<file path="config.mk">
export PLATFORM = sky130hd
export DESIGN_NAME = execute_muldiv_unit
export DESIGN_NICKNAME = d
export VERILOG_FILES = /design/src/rtl/riscv_muldiv_pkg.sv /design/src/rtl/muldiv_sign_conditioner.sv /design/src/rtl/execute_muldiv_unit.sv
export SDC_FILE = /design/constraint.sdc
export NUM_CORES = 1
export LEC_CHECK = 0
export CAP_MARGIN = 20
export CORE_AREA = 2 2 250 252
export CTS_CLUSTER_DIAMETER = 80
export DETAILED_ROUTE_END_ITERATION = 16
export DIE_AREA = 0 0 252 254
export PLACE_DENSITY = 0.5
export SLEW_MARGIN = 20
export SYNTH_ARGS = -nofsm -noshare
export SYNTH_HDL_FRONTEND = slang
export SYNTH_HIERARCHICAL = 1
export SYNTH_SLANG_ARGS = --single-unit
</file>
<file path="constraint.sdc">
create_clock -name clock -period 5.3 [get_ports clock]
set_clock_uncertainty 0.1 [all_clocks]
set_input_delay 1.59 -clock clock [delete_from_list [all_inputs] [get_ports clock]]
set_output_delay 1.59 -clock clock [all_outputs]
set_load 0.05 [all_outputs]
</file>
<file path="src/rtl/riscv_muldiv_pkg.sv">
// rtl/riscv_muldiv_pkg.sv - shared types and constants for the RV32M multiply/divide unit
package riscv_muldiv_pkg;

   localparam int XLEN = 32;
   localparam logic [6:0] MULDIV_FUNC7 = 7'b0000001;

   typedef enum logic [2:0] {
      OP_MUL    = 3'b000,
      OP_MULH   = 3'b001,
      OP_MULHSU = 3'b010,
      OP_MULHU  = 3'b011,
      OP_DIV    = 3'b100,
      OP_DIVU   = 3'b101,
      OP_REM    = 3'b110,
      OP_REMU   = 3'b111
   } muldiv_op_t;

   typedef enum logic [1:0] {
      IDLE = 2'd0,
      BUSY = 2'd1,
      DONE = 2'd2
   } muldiv_state_t;

   function automatic logic is_divide(muldiv_op_t op);
      return op[2];
   endfunction

   function automatic logic is_remainder(muldiv_op_t op);
      return op[2] & op[1];
   endfunction

   function automatic logic a_is_signed(muldiv_op_t op);
      return op inside {OP_MUL, OP_MULH, OP_MULHSU, OP_DIV, OP_REM};
   endfunction

   function automatic logic b_is_signed(muldiv_op_t op);
      return op inside {OP_MUL, OP_MULH, OP_DIV, OP_REM};
   endfunction

endpackage

</file>
<file path="src/rtl/muldiv_sign_conditioner.sv">
// rtl/muldiv_sign_conditioner.sv - sign extraction, magnitude and conditional negate
module muldiv_sign_conditioner #(
   parameter int W = 32
) (
   input  logic [W-1:0] value,
   input  logic         is_signed,
   input  logic         negate,
   output logic         sign,
   output logic [W-1:0] magnitude
);

   // On entry negate is 0 and this yields |value|; on exit is_signed is 0 and negate applies the result sign.
   assign sign      = is_signed & value[W-1];
   assign magnitude = (sign | negate) ? (~value + 1'b1) : value;

endmodule

</file>
<file path="src/rtl/execute_muldiv_unit.sv">
// rtl/execute_muldiv_unit.sv - iterative RV32M multiply/divide engine with pipeline stall
module execute_muldiv_unit #(
   parameter int XLEN       = riscv_muldiv_pkg::XLEN,
   parameter int ITERATIONS = XLEN
) (
   input  logic            clock,
   input  logic            reset,
   input  logic            flush,
   input  logic            start,
   input  logic [2:0]      func3,
   input  logic [XLEN-1:0] operandA,
   input  logic [XLEN-1:0] operandB,
   input  logic [4:0]      rdIn,
   output logic [XLEN-1:0] result,
   output logic            resultValid,
   output logic [4:0]      rdOut,
   output logic            busy,
   output logic            stallPipeline
);
   import riscv_muldiv_pkg::*;

   localparam int CW = $clog2(ITERATIONS) + 1;
   localparam logic [CW-1:0] LAST_STEP = CW'(ITERATIONS - 1);

   muldiv_state_t     state_q;
   muldiv_op_t        op_q;
   logic [CW-1:0]     counter_q;
   logic [2*XLEN-1:0] acc_q;
   logic [XLEN-1:0]   b_q;
   logic [XLEN-1:0]   result_q;
   logic [4:0]        rd_q;
   logic              neg_q;
   logic              valid_q;

   muldiv_op_t      op_in;
   logic            sign_a, sign_b, neg_d;
   logic [XLEN-1:0] mag_a, mag_b;
   logic            div_by_zero, div_overflow, special_d;
   logic [XLEN-1:0] special_result_d;

   assign op_in = muldiv_op_t'(func3);

   muldiv_sign_conditioner #(.W(XLEN)) u_cond_a (
      .value     (operandA),
      .is_signed (a_is_signed(op_in)),
      .negate    (1'b0),
      .sign      (sign_a),
      .magnitude (mag_a)
   );

   muldiv_sign_conditioner #(.W(XLEN)) u_cond_b (
      .value     (operandB),
      .is_signed (b_is_signed(op_in)),
      .negate    (1'b0),
      .sign      (sign_b),
      .magnitude (mag_b)
   );

   always_comb begin
      neg_d        = is_remainder(op_in) ? sign_a : (sign_a ^ sign_b);
      div_by_zero  = (operandB == '0);
      div_overflow = (op_in == OP_DIV || op_in == OP_REM) &&
                     (operandA == {1'b1, {(XLEN-1){1'b0}}}) && (operandB == '1);
      special_d    = is_divide(op_in) && (div_by_zero || div_overflow);
      if (div_by_zero)
         special_result_d = is_remainder(op_in) ? operandA : '1;
      else
         special_result_d = is_remainder(op_in) ? '0 : operandA;
   end

   // acc_q holds {partial product high, multiplier} for multiply and {remainder, quotient} for divide.
   logic [XLEN:0]     add_sum, shifted, trial;
   logic [2*XLEN-1:0] acc_step;

   always_comb begin
      add_sum = {1'b0, acc_q[2*XLEN-1:XLEN]} + (acc_q[0] ? {1'b0, b_q} : '0);
      shifted = acc_q[2*XLEN-1:XLEN-1];
      trial   = shifted - {1'b0, b_q};
      if (!is_divide(op_q))
         acc_step = {add_sum, acc_q[XLEN-1:1]};
      else if (!trial[XLEN])
         acc_step = {trial[XLEN-1:0], acc_q[XLEN-2:0], 1'b1};
      else
         acc_step = {shifted[XLEN-1:0], acc_q[XLEN-2:0], 1'b0};
   end

   logic [2*XLEN-1:0] exit_in, exit_out;
   logic              unused_exit_sign;
   logic [XLEN-1:0]   result_d;

   always_comb begin
      if (!is_divide(op_q))
         exit_in = acc_step;
      else if (is_remainder(op_q))
         exit_in = {{XLEN{1'b0}}, acc_step[2*XLEN-1:XLEN]};
      else
         exit_in = {{XLEN{1'b0}}, acc_step[XLEN-1:0]};
   end

   muldiv_sign_conditioner #(.W(2*XLEN)) u_cond_result (
      .value     (exit_in),
      .is_signed (1'b0),
      .negate    (neg_q),
      .sign      (unused_exit_sign),
      .magnitude (exit_out)
   );

   assign result_d = (op_q == OP_MUL || is_divide(op_q)) ? exit_out[XLEN-1:0]
                                                        : exit_out[2*XLEN-1:XLEN];

   always_ff @(posedge clock) begin
      if (reset) begin
         state_q   <= IDLE;
         op_q      <= OP_MUL;
         counter_q <= '0;
         acc_q     <= '0;
         b_q       <= '0;
         result_q  <= '0;
         rd_q      <= '0;
         neg_q     <= 1'b0;
         valid_q   <= 1'b0;
      end else if (flush) begin
         state_q   <= IDLE;
         counter_q <= '0;
         valid_q   <= 1'b0;
      end else begin
         valid_q <= 1'b0;
         case (state_q)
            IDLE: begin
               if (start) begin
                  op_q      <= op_in;
                  rd_q      <= rdIn;
                  acc_q     <= {{XLEN{1'b0}}, mag_a};
                  b_q       <= mag_b;
                  neg_q     <= neg_d;
                  counter_q <= '0;
                  if (special_d) begin
                     state_q  <= DONE;
                     valid_q  <= 1'b1;
                     result_q <= special_result_d;
                  end else begin
                     state_q <= BUSY;
                  end
               end
            end
            BUSY: begin
               acc_q     <= acc_step;
               counter_q <= counter_q + 1'b1;
               if (counter_q == LAST_STEP) begin
                  state_q  <= DONE;
                  valid_q  <= 1'b1;
                  result_q <= result_d;
               end
            end
            DONE:    state_q <= IDLE;
            default: state_q <= IDLE;
         endcase
      end
   end

   assign result        = result_q;
   assign rdOut         = rd_q;
   assign resultValid   = valid_q & ~flush;
   assign busy          = (state_q != IDLE);
   assign stallPipeline = ((state_q == IDLE) & start & ~flush) | (state_q == BUSY);

endmodule

</file>
Yosys cells after proc, flatten, opt, wreduce, memory -nomap -nowiden
Cells that the tools add are included.

word-level totals
  register bits = 146
  latch bits = 0
  bits of input ports = 76
  memories = 0
  output and inout port bits = 40
  bits in read-only memories = 0
  memory bits (writable) = 0

operators by class
  add/subtract/negate cells = 6
  order comparisons = 0
  reduce and logical (&&, ||, !) cells = 20
  multiplexer cells = 29
  divide/modulo/power cells = 0
  bitwise operators = 13
  shift-type cells = 0
  eq/ne operators = 11
  multipliers = 0

operator list
  operator                                                               number
  32-bit two-way mux                                                     11
  64-bit two-way mux                                                     5
  64-bit case mux with 2 select lines                                    1
  32-bit by 1-bit adder with 32-bit output, second input constant        2
  64-bit by 1-bit adder with 64-bit output, second input constant        1
  32-bit equality test, second input constant                            2
  32-bit inverter                                                        2
  64-bit inverter                                                        1
  32-bit case mux with 2 select lines                                    1
  32-bit by 32-bit adder with 33-bit output                              1
  33-bit by 32-bit subtractor with 33-bit output                         1
  32-bit zero test                                                       1
  6-bit case mux with 2 select lines                                     1
  1-bit bitwise AND                                                      7
  6-bit by 1-bit adder with 6-bit output, second input constant          1
  3-bit equality test, second input constant                             2
  6-bit by 5-bit equality test with 1-bit output, second input constant  1
  3-bit zero test                                                        2
  2-bit two-way mux                                                      3
  6-bit two-way mux                                                      1
  2-bit inequality test, second input constant                           3
  3-bit AND reduction                                                    2
  5-bit AND reduction                                                    1
  5-bit nonzero test                                                     1
  16 further kinds                                                       25

Depth between registers and ports, before layout
  depth after elaboration = 11
  depth in mapped cells = 25
  gate-level depth less buffers = 23

Modules after synthesis
The synthesis kept the hierarchy.

modules (own cells, without submodules)
  module                                    area an instance (um^2)  instances  cells an instance
  execute_muldiv_unit                       11464.7                  1          1514
  muldiv_sign_conditioner at u_cond_a ...   787.0                    2          110
  muldiv_sign_conditioner at u_cond_result  1559.0                   1          221

Worst setup path after synthesis
Ideal clock, no wire load.

  path kind = register -> register
  start = register acc_q[31]
  end = register result_q[17] (netlist: result[17])
  arrival time = 5.099 ns
  cell stages (with the launch flop) = 25
  setup time = 0.091 ns
  slack = 0.010 ns
  path through = dfxtp_1 > inv_1 > ha_1 > inv_1 > fa_1 > a211oi_1 > o21ai_1 > o2111ai_1 > o211ai_2 > o211ai_1 > or4b_1 > clkbuf_1 > buf_6 > buf_2 > mux2i_1 > mux2i_1 > or4_1 > nand2b_1 > or4b_4 > buf_6 > o41ai_4 > xnor2_1 > mux2_2 > nand2_1 > a311oi_1

on the way
  word-level cells in the longest chain between the ends = 11

RTL lines
  item                                            line                           source
  from (decl)                                     execute_muldiv_unit.sv:28      logic [2*XLEN-1:0] acc_q;
  from (signal assigned)                          execute_muldiv_unit.sv:133     acc_q <= {{XLEN{1'b0}}, mag_a};
  from (signal assigned)                          execute_muldiv_unit.sv:147     acc_q <= acc_step;
  33-bit by 32-bit subtractor with 33-bit output  execute_muldiv_unit.sv:78      trial = shifted - {1'b0, b_q};
  64-bit two-way mux                              execute_muldiv_unit.sv:81      else if (!trial[XLEN])
  64-bit two-way mux *                            execute_muldiv_unit.sv:79      if (!is_divide(op_q))
  32-bit two-way mux                              execute_muldiv_unit.sv:94      else if (is_remainder(op_q))
  64-bit two-way mux *                            execute_muldiv_unit.sv:92      if (!is_divide(op_q))
  via exit_in[30]                                 execute_muldiv_unit.sv:87      logic [2*XLEN-1:0] exit_in, exit_out;
  64-bit inverter *                               muldiv_sign_conditioner.sv:14  assign magnitude = (sign | negate) ? (~value + 1'b1) : value;
  64-bit by 1-bit adder with 64-bit output *      muldiv_sign_conditioner.sv:14
  64-bit two-way mux *                            muldiv_sign_conditioner.sv:14
  via exit_out[49]                                execute_muldiv_unit.sv:87
  32-bit two-way mux *                            execute_muldiv_unit.sv:108     assign result_d = (op_q == OP_MUL || is_divide(op_q)) ? exit_out[XLEN-1:0]
  32-bit two-way mux *                            execute_muldiv_unit.sv:149     if (counter_q == LAST_STEP) begin
  32-bit case mux with 2 select lines *           execute_muldiv_unit.sv:128     case (state_q)
  to (signal assigned)                            execute_muldiv_unit.sv:140     result_q <= special_result_d;
  to (signal assigned)                            execute_muldiv_unit.sv:152     result_q <= result_d;
  to (decl)                                       execute_muldiv_unit.sv:30      logic [XLEN-1:0] result_q;

Mark *: on every way through the listed nets, which the timed path passes. The rest lies on a longest branch. The select of a mux whose other input is x is not followed.
A chain may end at the register's enable or synchronous reset.

Worst setup path in the final report
  start = register acc_q[31]
  end = register result_q[9] (netlist: result[9])

on the way
  word-level cells in the longest chain between the ends = 11

RTL lines
  item                                            line
  33-bit by 32-bit subtractor with 33-bit output  execute_muldiv_unit.sv:78
  64-bit two-way mux                              execute_muldiv_unit.sv:81
  64-bit two-way mux                              execute_muldiv_unit.sv:79
  32-bit two-way mux                              execute_muldiv_unit.sv:94
  64-bit two-way mux                              execute_muldiv_unit.sv:92
  via exit_in[11]                                 execute_muldiv_unit.sv:87
  64-bit inverter                                 muldiv_sign_conditioner.sv:14
  64-bit by 1-bit adder with 64-bit output        muldiv_sign_conditioner.sv:14
  64-bit two-way mux                              muldiv_sign_conditioner.sv:14
  via exit_out[41]                                execute_muldiv_unit.sv:87
  32-bit two-way mux                              execute_muldiv_unit.sv:108
  32-bit two-way mux                              execute_muldiv_unit.sv:149
  32-bit case mux with 2 select lines             execute_muldiv_unit.sv:128

The timed path passes the listed nets, and every way through them passes these cells. The select of a mux whose other input is x is not followed.

==> summary.txt <==
Run status
  – Status: finished with violations
  – Failing checks: setup timing

Synth
  – Main combinational cell family by area after synthesis: compound AO/OA/AOI/OAI gates
  – Synth Flop Type: dfxtp_1
  – Yosys reg bits: 146
  – Yosys cell types: 85
  – Synth Area in Adders: 0.06103
  – Fraction of the mapped netlist area in simple logic gates: 0.2352
  – Cells after Synth: 1955
  – Async S/R FF share, synth: 0
  – Sequential fraction of the synthesis area: 0.2002
  – Yosys Warn Count: 6
  – Xor and xnor area share after synthesis: 0.1020
  – Mux contribution to synthesized area: 0.08263
  – Mapped cell area: 14600 um2
  – Synth Area in Compound Gates: 0.2676
  – Synth Area per Inst: 7.467 um2
  – EDFF count, synth: 0

Route
  – Initial detailed-routing violation count: 1251
  – Per-cell routed wire length: 20.68 um
  – Post-DRT Antenna Nets: 0
  – WL final: 65230 um
  – DRC: 0
  – Drt first pass iters: 6
  – Via count: 16.75k
  – Vias per inst: 5.311

Placed design
  – Port Buffers: 115
  – Gpl congestion: 0.9254
  – HPWL Detailed: 51700 um

Power
  – PwrDens: 204.6 nW/um2
  – Switching portion of total power: 0.3587
  – Net Switching: 1.504 mW
  – Clock power frac: 0.330
  – Combinational power share: 0.389
  – Register share of total power: 0.281
  – Worst ir drop on vdd: 0.1726 mV
  – Pint: 2.688 mW
  – P_leak: 8.315 nW
  – Final Power: 4.192 mW

Clocking
  – Clock-pin slew on the worst setup and hold paths: 0.07 ns
  – H-tree depth: 4
  – CTS tree: yes
  – CTS max path bufs: 2
  – Clock latency on the worst-skew pair: 0.47 ns
  – CTS Sinks: 146
  – Num CTS Buffers: 17
  – CTS root buffer: clkbuf_16
  – Post-CTS Hold Buffers: 0

Timing
  – Slew Limit Fails: 0
  – Fmax achieved: 0.1819 GHz
  – Final setup viols: 25
  – Final period util: 1.037
  – Tightest Pin Transition: 1.008 ns
  – Setup ws final: -0.1986 ns
  – Tmin final: 5.499 ns
  – Final Hold Vio Count: 0
  – RSZ-0062 raised after global routing: true
  – WHS: 0.3603 ns
  – Relative slew slack: 0.3283

Global route
  – Number of global-route vias before repair: 15.80k
  – First-pass GRT wire length: 97060 um
  – Initial antenna violation count: 1
  – Total track usage: 0.1974
  – Largest net degree at the start of global routing: 83
  – Grt ovf: 0

Floorplan
  – Die W: 252 um
  – IO Count: 116
  – Row count: 91
  – Die area: 64010 um2
  – Starting density of the core: 0.2383
  – Core area: 61260 um2
  – Die Y: 254 um

Final layout
  – Most common cell after layout, fill and taps aside: buf_4
  – Commonest cells after routing, fill and taps aside: 365 x buf_4, 224 x nor2_1, 174 x nand2_1
  – Ratio of cells with drive above 1 in the final layout: 0.2462
  – Net count, final: 2497
  – Area Overhead vs Synth: 40.33%
  – ANT cells: 0

Worst hold path
  – Hold WC Path Type: register to register
  – WHS Path Cells: 2

Setup path
  – Critical Path RT: 5.58 ns
  – WS Path Type: register to register
  – R2r worst-path depth: 22
  – Startpoint Class: register
  – Crit path DAT: 5.77 ns
  – Crit path capture type: register
  – CP Max Fanout: 7

Flow run
  – MaxCap Viol Count: 0
==> worst paths after layout <==
path,start,endpoint,slack (ns)
setup / recovery,acc_q[31],result[9],-0.20
hold reg to reg,rdOut[2],rdOut[2],0.36
setup reg to reg,acc_q[31],result[9],-0.20
hold / removal,rdOut[2],rdOut[2],0.36
==> critical path: stages (launching register included) <==
cell	delay, ns
dfxtp_2	0.33
inv_2	0.06
ha_4	0.13
inv_2	0.03
fa_2	0.36
a211oi_4	0.25
o21ai_2	0.10
o2111ai_2	0.15
o211ai_2	0.13
o211ai_1	0.23
or4b_4	0.63
buf_16	0.20
mux2i_4	0.18
mux2i_2	0.13
nor4_4	0.37
nand4_1	0.24
or4b_4	0.69
buf_4	0.18
o41ai_2	0.23
xnor2_1	0.15
mux2_2	0.16
nand2_1	0.06
a311oi_2	0.29
==> power by group through the flow <==
stage / clock, mW / combinational, mW / sequential, mW
6_report: 1.38 / 1.63 / 1.18
5_1_grt: 1.45 / 1.73 / 1.18
4_1_cts: 1.40 / 1.52 / 1.18
3_5_place_dp: 0 / 1.43 / 1.20
3_3_place_gp: 0 / 1.43 / 1.20
2_1_floorplan: 0 / 0.771 / 1.21
==> flip-flops by register name (all words and copies together) (netlist names) <==
name and count:
acc_q 64, b_q 32, counter_q 6, neg_q 1, op_q 3, rdOut 5
result 32, state_q 2, valid_q 1
==> area by class of cell <==
cell class / instances / area, um2
multi-input combinational: 1630 / 11570
timing repair buffer: 492 / 4114
clock buffer: 20 / 456.7
inverter: 64 / 240.2
fill: 6536 / 40770
clock inverter: 12 / 180.2
sequential: 146 / 2932
tap: 790 / 988.4
==> per-stage QoR <==
stage                     area, um2  utilization  setup slack, ns  std cells  setup TNS, ns
after floorplan               14630            -         0.009821       1963              0
after global placement        18930       0.3090          -0.4399       3089         -10.03
after detailed placement      18930       0.3090          -0.5656       3089         -12.48
after CTS                     19950       0.3257          -0.1541       3141         -1.257
after global routing          20480       0.3344          -0.4320       3154         -9.507
final                         20480       0.3344          -0.1986       3154         -2.292
==> synth_stat cells (all sizes together) (12+ instances only) <==
library cell | instances | area [um2]
or4 | 19 | 150.1
nor3 | 40 | 221.5
dfxtp | 146 | 2923
nor2 | 229 | 859.6
or3 | 12 | 85.08
a21o | 30 | 225.2
a31oi | 29 | 181.4
o41ai | 17 | 224.0
xor2 | 81 | 709.4
buf | 27 | 145.1
o31ai | 24 | 227.7
o211ai | 45 | 342.8
a21oi | 161 | 809.5
nand2 | 177 | 666.9
and2 | 46 | 287.8
o21ai | 84 | 420.4
xnor2 | 89 | 779.5
inv | 64 | 240.2
or2 | 15 | 93.84
nor4 | 42 | 317.8
a211oi | 46 | 345.3
ha | 68 | 850.8
nor2b | 15 | 93.84
mux2 | 36 | 405.4
nand4 | 21 | 131.4
a311oi | 35 | 306.5
a22oi | 16 | 120.1
nand3 | 35 | 175.2
clkbuf | 96 | 360.4
a41oi | 15 | 131.4
nand2b | 13 | 81.33
mux2i | 80 | 800.8
==> cell families after synthesis <==
group                    after synthesis
AND/OR/NAND/NOR                      696
AO/OA/AOI/OAI                        569
buffers and inverters                187
XOR/XNOR                             170
flip-flops                           146
multiplexers                         116
adder cells (fa/ha/maj)               70
other                                  1
==> routing by layer <==
metal | up-vias | GRT usage | share of wire
met5 | - | 0 | 0.00020
li1 | 8003 | - | -
met3 | 93 | 0.02469 | 0.056
met2 | 569 | 0.3261 | 0.47
met1 | 8083 | 0.2715 | 0.46
met4 | 2 | 0.04818 | 0.022
==> what timing repair did <==
item	CTS	global route
setup endpoints to repair	32	32
pin swaps	23	39
gates cloned	2	1
buffers inserted	18	12
resized for setup	48	76
Power figures use the tool's default switching activity.
